### src/rtl/rdc_ctrl_if.sv
// Bus between the SafeSU register side and the RDC sequencing controller.
// The master modport is the software/RDC side, the slave modport is rdc_ctrl.
interface rdc_ctrl_if #(
  parameter int N_CORES       = 4,
  parameter int CORE_EVENTS   = 2,
  parameter int WEIGHTS_WIDTH = 8,
  parameter int WINDOW_WIDTH  = 32
);
  localparam int N_EV  = N_CORES * CORE_EVENTS;
  localparam int IDX_W = (N_EV > 1) ? $clog2(N_EV) : 1;

  logic                          start_i;
  logic                          stop_i;
  logic [WINDOW_WIDTH-1:0]       window_i;
  logic                          weight_wr_i;
  logic [IDX_W-1:0]              weight_idx_i;
  logic [WEIGHTS_WIDTH-1:0]      weight_data_i;
  logic                          rdc_irq_i;
  logic [N_EV-1:0]               rdc_vector_i;
  logic                          irq_ack_i;
  logic                          rdc_enable_o;
  logic [N_EV*WEIGHTS_WIDTH-1:0] weights_o;
  logic                          irq_o;
  logic [N_EV-1:0]               captured_vector_o;
  logic [7:0]                    irq_count_o;
  logic                          window_done_o;
  logic [2:0]                    state_o;

  modport master (
    output start_i, stop_i, window_i, weight_wr_i, weight_idx_i, weight_data_i,
           rdc_irq_i, rdc_vector_i, irq_ack_i,
    input  rdc_enable_o, weights_o, irq_o, captured_vector_o, irq_count_o,
           window_done_o, state_o
  );

  modport slave (
    input  start_i, stop_i, window_i, weight_wr_i, weight_idx_i, weight_data_i,
           rdc_irq_i, rdc_vector_i, irq_ack_i,
    output rdc_enable_o, weights_o, irq_o, captured_vector_o, irq_count_o,
           window_done_o, state_o
  );
endinterface

### src/rtl/rdc_ctrl.sv
// Sequencing controller for the request duration counter: arming, atomic weight
// updates, bounded monitoring windows and interrupt capture/acknowledge.
module rdc_ctrl #(
  parameter int N_CORES       = 4,
  parameter int CORE_EVENTS   = 2,
  parameter int WEIGHTS_WIDTH = 8,
  parameter int WINDOW_WIDTH  = 32
) (
  input  logic         clk_i,
  input  logic         rstn_i,
  rdc_ctrl_if.slave    bus
);
  localparam int N_EV = N_CORES * CORE_EVENTS;

  typedef enum logic [2:0] {
    IDLE    = 3'd0,
    CLEAR   = 3'd1,
    ARMED   = 3'd2,
    CAPTURE = 3'd3,
    HOLD    = 3'd4
  } state_e;

  state_e                    state_q, state_d;
  logic [WEIGHTS_WIDTH-1:0]  shadow_q [N_EV];
  logic [WEIGHTS_WIDTH-1:0]  shadow_d [N_EV];
  logic [WEIGHTS_WIDTH-1:0]  active_q [N_EV];
  logic [WEIGHTS_WIDTH-1:0]  active_d [N_EV];
  logic [WINDOW_WIDTH-1:0]   win_cnt_q, win_cnt_d;
  logic [N_EV-1:0]           captured_q, captured_d;
  logic [7:0]                irq_count_q, irq_count_d;
  logic                      window_done_q, window_done_d;
  logic [N_EV*WEIGHTS_WIDTH-1:0] weights_flat;

  always_ff @(posedge clk_i or negedge rstn_i) begin
    if (!rstn_i) begin
      state_q       <= IDLE;
      win_cnt_q     <= '0;
      captured_q    <= '0;
      irq_count_q   <= '0;
      window_done_q <= 1'b0;
      for (int i = 0; i < N_EV; i++) begin
        shadow_q[i] <= '1;
        active_q[i] <= '1;
      end
    end else begin
      state_q       <= state_d;
      win_cnt_q     <= win_cnt_d;
      captured_q    <= captured_d;
      irq_count_q   <= irq_count_d;
      window_done_q <= window_done_d;
      shadow_q      <= shadow_d;
      active_q      <= active_d;
    end
  end

  // Shadow writes are accepted in every state; CLEAR copies the pre-write shadow.
  always_comb begin
    shadow_d = shadow_q;
    if (bus.weight_wr_i && (int'(bus.weight_idx_i) < N_EV)) begin
      shadow_d[bus.weight_idx_i] = bus.weight_data_i;
    end
  end

  always_comb begin
    state_d       = state_q;
    win_cnt_d     = win_cnt_q;
    active_d      = active_q;
    captured_d    = captured_q;
    irq_count_d   = irq_count_q;
    window_done_d = 1'b0;
    case (state_q)
      IDLE: begin
        if (bus.start_i && !bus.stop_i) state_d = CLEAR;
      end
      CLEAR: begin
        active_d  = shadow_q;
        win_cnt_d = bus.window_i;
        state_d   = bus.stop_i ? IDLE : ARMED;
      end
      ARMED: begin
        if (bus.stop_i) begin
          state_d = IDLE;
        end else if (bus.rdc_irq_i) begin
          state_d = CAPTURE;
          if (irq_count_q != 8'hFF) irq_count_d = irq_count_q + 8'd1;
        end else if (win_cnt_q != '0) begin
          win_cnt_d = win_cnt_q - 1'b1;
          if (win_cnt_q == WINDOW_WIDTH'(1)) begin
            state_d       = CLEAR;
            window_done_d = 1'b1;
          end
        end
      end
      CAPTURE: begin
        if (bus.stop_i) begin
          state_d = IDLE;
        end else begin
          captured_d = bus.rdc_vector_i;
          state_d    = HOLD;
        end
      end
      HOLD: begin
        if (bus.stop_i) state_d = IDLE;
        else if (bus.irq_ack_i) state_d = CLEAR;
      end
      default: state_d = IDLE;
    endcase
  end

  generate
    for (genvar gi = 0; gi < N_EV; gi++) begin : g_weights
      assign weights_flat[gi*WEIGHTS_WIDTH +: WEIGHTS_WIDTH] = active_q[gi];
    end
  endgenerate

  always_comb begin
    bus.rdc_enable_o      = (state_q == ARMED) || (state_q == CAPTURE);
    bus.irq_o             = (state_q == HOLD);
    bus.state_o           = state_q;
    bus.weights_o         = weights_flat;
    bus.captured_vector_o = captured_q;
    bus.irq_count_o       = irq_count_q;
    bus.window_done_o     = window_done_q;
  end
endmodule

### src/flat_wrapper.sv
// flat-port wrapper written by rule: the top's interface ports become plain ports
module rdc_ctrl_flat 
#(
  parameter int N_CORES       = 4,
  parameter int CORE_EVENTS   = 2,
  parameter int WEIGHTS_WIDTH = 8,
  parameter int WINDOW_WIDTH  = 32
)
  (clk_i, rstn_i, bus_start_i, bus_stop_i, bus_window_i, bus_weight_wr_i, bus_weight_idx_i, bus_weight_data_i, bus_rdc_irq_i, bus_rdc_vector_i, bus_irq_ack_i, bus_rdc_enable_o, bus_weights_o, bus_irq_o, bus_captured_vector_o, bus_irq_count_o, bus_window_done_o, bus_state_o);
  rdc_ctrl_if #(.N_CORES(N_CORES), .CORE_EVENTS(CORE_EVENTS), .WEIGHTS_WIDTH(WEIGHTS_WIDTH), .WINDOW_WIDTH(WINDOW_WIDTH)) bus_i ();
  input  logic clk_i;
  input  logic rstn_i;
  input wire logic [$bits(bus_i.start_i)-1:0] bus_start_i;
  input wire logic [$bits(bus_i.stop_i)-1:0] bus_stop_i;
  input wire logic [$bits(bus_i.window_i)-1:0] bus_window_i;
  input wire logic [$bits(bus_i.weight_wr_i)-1:0] bus_weight_wr_i;
  input wire logic [$bits(bus_i.weight_idx_i)-1:0] bus_weight_idx_i;
  input wire logic [$bits(bus_i.weight_data_i)-1:0] bus_weight_data_i;
  input wire logic [$bits(bus_i.rdc_irq_i)-1:0] bus_rdc_irq_i;
  input wire logic [$bits(bus_i.rdc_vector_i)-1:0] bus_rdc_vector_i;
  input wire logic [$bits(bus_i.irq_ack_i)-1:0] bus_irq_ack_i;
  output wire logic [$bits(bus_i.rdc_enable_o)-1:0] bus_rdc_enable_o;
  output wire logic [$bits(bus_i.weights_o)-1:0] bus_weights_o;
  output wire logic [$bits(bus_i.irq_o)-1:0] bus_irq_o;
  output wire logic [$bits(bus_i.captured_vector_o)-1:0] bus_captured_vector_o;
  output wire logic [$bits(bus_i.irq_count_o)-1:0] bus_irq_count_o;
  output wire logic [$bits(bus_i.window_done_o)-1:0] bus_window_done_o;
  output wire logic [$bits(bus_i.state_o)-1:0] bus_state_o;
  assign bus_i.start_i = bus_start_i;
  assign bus_i.stop_i = bus_stop_i;
  assign bus_i.window_i = bus_window_i;
  assign bus_i.weight_wr_i = bus_weight_wr_i;
  assign bus_i.weight_idx_i = bus_weight_idx_i;
  assign bus_i.weight_data_i = bus_weight_data_i;
  assign bus_i.rdc_irq_i = bus_rdc_irq_i;
  assign bus_i.rdc_vector_i = bus_rdc_vector_i;
  assign bus_i.irq_ack_i = bus_irq_ack_i;
  assign bus_rdc_enable_o = bus_i.rdc_enable_o;
  assign bus_weights_o = bus_i.weights_o;
  assign bus_irq_o = bus_i.irq_o;
  assign bus_captured_vector_o = bus_i.captured_vector_o;
  assign bus_irq_count_o = bus_i.irq_count_o;
  assign bus_window_done_o = bus_i.window_done_o;
  assign bus_state_o = bus_i.state_o;
  rdc_ctrl #(.N_CORES(N_CORES), .CORE_EVENTS(CORE_EVENTS), .WEIGHTS_WIDTH(WEIGHTS_WIDTH), .WINDOW_WIDTH(WINDOW_WIDTH)) u_core (.clk_i(clk_i), .rstn_i(rstn_i), .bus(bus_i));
endmodule
### config.mk
export PLATFORM = sky130hd
export DESIGN_NAME = rdc_ctrl_flat
export DESIGN_NICKNAME = d
export VERILOG_FILES = /design/src/rtl/rdc_ctrl_if.sv /design/src/rtl/rdc_ctrl.sv /design/src/flat_wrapper.sv
export SDC_FILE = /design/constraint.sdc
export NUM_CORES = 1
export LEC_CHECK = 0
export ABC_AREA = 1
export BUFFER_PORTS_ARGS = -buffer_cell sky130_fd_sc_hd__buf_2
export CELL_PAD_IN_SITES_DETAIL_PLACEMENT = 1
export CELL_PAD_IN_SITES_GLOBAL_PLACEMENT = 2
export CORE_UTILIZATION = 33
export DETAILED_ROUTE_END_ITERATION = 8
export GPL_TIMING_DRIVEN = 0
export PLACE_DENSITY = 0.79
export SLEW_MARGIN = 20
export SYNTH_ARGS = -nofsm -noshare
export SYNTH_HDL_FRONTEND = slang
export SYNTH_SLANG_ARGS = --single-unit
### constraint.sdc
create_clock -name clk_i -period 2.05 [get_ports clk_i]
set_input_delay 0.3075 -clock clk_i [delete_from_list [all_inputs] [get_ports clk_i]]
set_output_delay 0.3075 -clock clk_i [all_outputs]
set_load 0.02 [all_outputs]
==> flow_summary.json, run 1 <==
{
  "finalMaxSlewViolations": 0,
  "chipHeight_um": 161,
  "grt_pass1_wl_mm": 41.3,
  "yosysWarnings": 0,
  "synth.distinct_cells": 32,
  "place_ws_ns": -0.0614,
  "cap_violations": 0,
  "hold_path_end": "u_core.bus.captured_vector_o[4]$_DFFE_PN0P_",
  "syn-num-nets": 1070,
  "htreeDepth": 4,
  "synth_area_mm2": 0.00833,
  "first_global_vias": 7481,
  "row_count": 57,
  "fin_cells": 1522,
  "cts_buffers": 17,
  "syn_to_final_growth_pct": 24.0,
  "hp-class": "in2reg",
  "worstReg2RegStart": "u_core.win_cnt_q[0]$_DFFE_PN0P_",
  "cp.arrival_ns": 2.18,
  "viasPerCell": 4.68,
  "synthTopCellsByArea": "dfstp_2 (40%), nand2_1 (19%), dfrtp_1 (16%)",
  "outcome": "completed",
  "synth-seq-cells": 180,
  "vdd.ir_drop.worst_mv": 0.591,
  "ios": 144,
  "dr.first_iter.drc_count": 373,
  "syn_area_per_cell_um2": 8.25,
  "yosysTopAreaCell": "dfstp_2",
  "routabilityCongestion": 0.814,
  "hpwl_mm": 18.4,
  "p_sw_share_pct": 42.0,
  "p_comb_share_pct": 37.9,
  "power_density_mw_per_mm2": 1540,
  "cp-end-kind": "flip-flop",
  "initial_core_util_pct": 33.9,
  "dieArea_mm2": 0.0259,
  "clk_latency_ns": 0.43,
  "reg2reg_to": "u_core.win_cnt_q[28]$_DFFE_PN0P_",
  "die_w_um": 161,
  "fin_nets": 1246,
  "grt_max_degree": 76,
  "cts_root_buffer": "clkbuf_16",
  "dp.cells": 1478,
  "finalSetupViolCount": 0,
  "antenna_found_initial": 1,
  "cts_tree": "built",
  "wl_mm": 25.5,
  "drc_errors": 0,
  "vias": 7122,
  "synth_top_area_share_pct": 40.4,
  "worst_r2r_path_depth": 10,
  "drive_above_1_share_pct": 32.0,
  "clk_path_buf_depth": 2,
  "syn_inst": 1009,
  "relSlewSlack_pct": 39.4,
  "worstSetupStartpointType": "flip-flop",
  "p_int_mw": 9.20,
  "portBuffers": 143,
  "worst_slew_pin_slew_ns": 0.901,
  "min_from": "bus_rdc_vector_i[4]",
  "fin_skew_ns": 0.0125,
  "fin_util_pct": 42.1,
  "antenna_left": 0,
  "required_ns": 2.37,
  "core-area_mm2": 0.0245,
  "p_clk_share_pct": 22.9,
  "grt.overflow.total": 0,
  "detail_route.wl_per_cell_um": 16.8,
  "hold_depth": 2,
  "path_max_fanout": 10,
  "crit_type": "reg2reg",
  "yosysSeqAreaShare_pct": 56.0,
  "pwr-share-seq_pct": 39.2,
  "fmax_mhz": 538,
  "hold_viol_final": 0,
  "dr.pass1.iters": 4,
  "power.switching_mw": 6.67,
  "cts_sinks": 180,
  "grtUsageTotal_pct": 20.6,
  "diodes": 0,
  "p_leak_nw": 5.05,
  "reg2reg_slack_ns": 0.19,
  "finalCriticalPeriod_ns": 1.86,
  "fin_crit_sh_pct": 90.7,
  "clk_pin_slew_ns": 0.08,
  "worst_slack_ns": 0.191
}
[layer usage]
| layer | share of wire, % | global-route usage, % |
|---|---|---|
| met5 | 0 | 0 |
| met4 | 1.0 | 4.67 |
| met3 | 5.3 | 4.88 |
| met2 | 46 | 32.3 |
| met1 | 48 | 28.7 |
[power by group through the flow]
stage          logic [mW]  clock network (mW)  registers [mW]
2_1_floorplan        3.17                   0            6.82
3_3_place_gp         5.81                   0            6.21
3_5_place_dp         5.96                   0            6.25
4_1_cts              6.01                3.75            6.21
5_1_grt              6.82                3.86            6.41
6_report             6.02                3.64            6.22
[cell families (layout without fill, tap and decap cells)]
family,after synthesis,after routing,share of synthesized area [%]
multiplexers,12,12,1.62
XOR/XNOR,13,13,1.37
flip-flops,180,180,56.0
adder cells (fa/ha/maj),3,3,0.451
AO/OA/AOI/OAI,101,101,6.16
buffers and inverters,101,290,5.06
AND/OR/NAND/NOR,599,599,29.3
[cell usage after synthesis (all sizes together)]
library cell and number:
nand2 429, dfstp 128, o21ai 100, nor2 83, inv 66, nand3 53, dfrtp 52, clkbuf 23
or2 14, mux2 12, buf 11, nand4 11, nor3 7, xor2 7, xnor2 6, ha 3
a21oi 1, clkinv 1, nand3b 1, nor4 1
[sequential cells by signal, indices dropped and copies added (netlist names)]
signal / count
u_core.bus.weights_o: 64
u_core.shadow_q: 64
u_core.win_cnt_q: 32
u_core.bus.captured_vector_o: 8
u_core.bus.irq_count_o: 8
u_core.bus.state_o: 3
u_core.bus.window_done_o: 1
[worst max-delay path, cell delays in order, from the launching register on]
cell and delay, ns:
dfrtp_1 0.40, inv_1 0.11, ha_2 0.22, nand2_2 0.12, inv_2 0.11, nand3_2 0.09, o21ai_2 0.16, nand2_4 0.14
buf_4 0.23, nand3_1 0.10, nand2_1 0.05
[metrics by stage]
stage / TNS [ns] / hold WS (ns) / instance area, um^2 / total power, mW
2_1_floorplan: 0 / 0.0119 / 8330 / 9.98
3_3_place_gp: -286.68 / 0.450 / 9450 / 12.0
3_5_place_dp: -0.344 / 0.243 / 9510 / 12.2
4_1_cts: 0 / 0.0770 / 10200 / 16.0
5_1_grt: -0.00132 / 0.0742 / 10300 / 17.1
6_report: 0 / 0.0961 / 10300 / 15.9
[worst max-delay path by stage]
stage	start	endpoint
floorplan	u_core.bus.state_o[1]$_DFFE_PN0P_	u_core.bus.captured_vector_o[0]$_DFFE_PN0P_
global route	u_core.win_cnt_q[14]$_DFFE_PN0P_	u_core.win_cnt_q[28]$_DFFE_PN0P_
CTS	u_core.bus.state_o[1]$_DFFE_PN0P_	u_core.win_cnt_q[17]$_DFFE_PN0P_
finish	u_core.win_cnt_q[0]$_DFFE_PN0P_	u_core.win_cnt_q[28]$_DFFE_PN0P_
detailed placement	u_core.bus.state_o[0]$_DFFE_PN0P_	u_core.win_cnt_q[24]$_DFFE_PN0P_
global placement	rstn_i	u_core.win_cnt_q[24]$_DFFE_PN0P_
[what timing repair did]
action / CTS / global route
gates resized for setup: 3 / 19
hold buffers: 1 / 0
setup endpoints to repair: 20 / 31
pin swaps: 1 / 3
endpoints found under the hold margin: 40 / 0
buffers inserted: 0 / 11
[cells in the final DEF (no fill, tap or decap), types with 4 or more instances in the layout]
cell type	netlist	final
nor2_1	78	70
nand4_1	11	11
clkbuf_1	23	22
dfstp_2	128	128
xnor2_1	6	6
or2_2	14	14
inv_1	63	62
nor3_1	5	4
nand2_1	427	425
buf_2	6	146
dfrtp_1	52	52
o21ai_0	87	87
xor2_1	7	7
inv_8	0	5
nand3_1	52	52
o21ai_1	11	11
inv_2	3	4
nor2_2	4	8
mux2_2	12	12
buf_4	1	14
buf_6	4	4
nor2_4	1	5
clkbuf_16	0	18
[layout make-up]
cell class,count,area (um^2)
Fill cell,3016,14200
Sequential cell,180,4660
Multi-Input combinational cell,728,3290
Timing Repair Buffer,157,873
Clock buffer,18,450
Tap cell,324,405
Inverter,67,253
Clock inverter,14,206
Buffer,34,175
(Power assumes the default switching activity.)
==> inputs of run 2 (changes only) <==
CORE_MARGIN = 8   (was default)
==> run 2 against run 1 <==
Against the previous run:
- fmax down 2.3%
- clock-buffer cell count down 1
- non-clock buffer count down 6
- highest routed layer unchanged
- wire length up 2.8%
- flip-flop and latch count unchanged
- cell area down 0.74%
- clock skew up 0.0068 ns
- largest power group unchanged
==> flow_summary.json, run 2 (synthesized netlist as in run 1, its figures left out) <==
{
  "crit_top_cell": "nand2_1",
  "worstReg2RegStart": "u_core.win_cnt_q[14]$_DFFE_PN0P_",
  "cts_buffers": 17,
  "clk_latency_ns": 0.44,
  "initial_core_util_pct": 33.4,
  "reg2reg_slack_ns": 0.15,
  "grt.overflow.total": 0,
  "routabilityCongestion": 0.797,
  "slowest_delay_ns": 0.45,
  "finalSetupViolCount": 0,
  "finalPower_mw": 15.7,
  "worst_r2r_path_depth": 9,
  "finalMaxSlewViolations": 0,
  "wl_mm": 26.2,
  "grt_max_degree": 77,
  "core-area_mm2": 0.0250,
  "dr.first_iter.drc_count": 308,
  "power_density_mw_per_mm2": 1530,
  "cap_violations": 0,
  "slowest_stage": "dfrtp_1",
  "worst_slack_ns": 0.147,
  "antenna_found_initial": 0,
  "die_w_um": 175,
  "path_max_fanout": 10,
  "clk_path_buf_depth": 2,
  "vdd.ir_drop.worst_mv": 0.578,
  "clk_pin_slew_ns": 0.09,
  "relSlewSlack_pct": 39.7,
  "drive_above_1_share_pct": 31.4,
  "finalCriticalPeriod_ns": 1.90,
  "hold_path_end": "u_core.bus.captured_vector_o[2]$_DFFE_PN0P_",
  "grt_pass1_wl_mm": 43.5,
  "dr.pass1.iters": 4,
  "n_fill_cell": 3098,
  "fin_skew_ns": 0.0192,
  "hold_viol_final": 0,
  "viasPerCell": 4.71,
  "first_global_vias": 7788,
  "vias": 7166,
  "required_ns": 2.37,
  "detail_route.wl_per_cell_um": 17.2,
  "cts_tree": "built",
  "dieArea_mm2": 0.0306,
  "portBuffers": 143,
  "grtUsageTotal_pct": 17.9,
  "htreeDepth": 4,
  "hp-class": "in2reg",
  "drc_errors": 0,
  "grt_setup_unrepaired": "false",
  "path_buf_inv": 1,
  "hpwl_mm": 19.2,
  "min_from": "bus_rdc_vector_i[2]",
  "final_cell_mix": "nand2_1 (425), buf_2 (147), dfstp_2 (128)",
  "chipHeight_um": 175,
  "outcome": "completed",
  "cts_root_buffer": "clkbuf_16",
  "ios": 144,
  "crit_type": "reg2reg",
  "place_ws_ns": -0.101,
  "syn_to_final_growth_pct": 23.0,
  "final_common_cell": "nand2_1",
  "worst_slew_pin_slew_ns": 0.898,
  "row_count": 58,
  "cp-end-kind": "flip-flop",
  "worstSetupStartpointType": "flip-flop",
  "p_leak_nw": 5.01,
  "fin_crit_sh_pct": 92.8,
  "hold_depth": 2,
  "fmax_mhz": 525,
  "cp.arrival_ns": 2.22,
  "antenna_left": 0,
  "reg2reg_to": "u_core.win_cnt_q[26]$_DFFE_PN0P_",
  "path_delay_family": "simple AND/OR/NAND/NOR gates",
  "cts_sinks": 180,
  "crit_chain": "nor2_2 -> nand2_1 -> nor2_4 -> nand3_2 -> o21ai_2 -> nand2_4 -> buf_4 -> nand3_1 -> nand2_1",
  "fin_nets": 1240
}
==> run 2: changes by cell type in the layout (fill, tap and decap cells not counted), moves of 3 or more <==
cell,change
buf_4,-7
inv_12,+3
inv_8,-3
nor2_1,+3
==> run 2: layout make-up <==
type | instances | area (um^2) | area share, %
diodes | 1 | 2.50 | 0.0244
plain buffers | 34 | 173 | 1.69
clock buffers | 17 | 425 | 4.15
clock inverters | 15 | 204 | 1.99
inverters | 67 | 253 | 2.47
multi-input cells | 728 | 3280 | 32.0
flip-flops and latches | 180 | 4670 | 45.5
well taps | 330 | 413 | 4.03
repair buffers | 151 | 828 | 8.09
==> run 2: timing repair <==
| item | 4_1_cts | 5_1_grt |
|---|---|---|
| resized for setup | 3 | 14 |
| setup buffers | 2 | 3 |
| hold buffers | 1 | 0 |
| endpoints found under the setup margin | 20 | 30 |
| endpoints found under the hold margin | 10 | 0 |
| pin swaps | 1 | 2 |
==> run 2: power by group <==
group          internal, mW  total [mW]  leakage (nW)  switching [mW]
Combinational          1.93        6.00          2.71            4.07
Clock                  1.70        3.46         0.303            1.76
Sequential             5.27        6.23          1.99           0.952
==> run 2: stage by stage <==
stage / hold slack (ns) / instances / TNS [ns] / util, % / area (um^2)
floorplan: 0.0119 / 1009 / 0 / - / 8330
global placement: 0.450 / 1482 / -284.88 / 37.9 / 9460
detailed placement: 0.216 / 1484 / -0.753 / 38.1 / 9520
CTS: 0.0596 / 1519 / 0 / 40.8 / 10200
global route: 0.0701 / 1522 / 0 / 41.0 / 10200
finish: 0.0875 / 1523 / 0 / 41.0 / 10200
==> run 2: routing by layer <==
layer	track usage (%)	share of wire (%)
met5	0	0
met4	4.80	1.3
met2	28.1	46
met1	24.3	48
met3	4.04	4.5
==> run 2: worst max path at each step <==
stage / start / endpoint / slack, ns / cells past startpoint
floorplan: u_core.bus.state_o[1]$_DFFE_PN0P_ / u_core.bus.captured_vector_o[0]$_DFFE_PN0P_ / 0.33 / 4
global placement: rstn_i / u_core.win_cnt_q[28]$_DFFE_PN0P_ / -2.39 / 1
detailed placement: u_core.bus.state_o[0]$_DFFE_PN0P_ / u_core.win_cnt_q[22]$_DFFE_PN0P_ / -0.10 / 7
CTS: u_core.win_cnt_q[14]$_DFFE_PN0P_ / u_core.win_cnt_q[22]$_DFFE_PN0P_ / 0.02 / 9
global route: u_core.win_cnt_q[25]$_DFFE_PN0P_ / u_core.win_cnt_q[26]$_DFFE_PN0P_ / 0.003 / 9
finish: u_core.win_cnt_q[14]$_DFFE_PN0P_ / u_core.win_cnt_q[26]$_DFFE_PN0P_ / 0.15 / 9
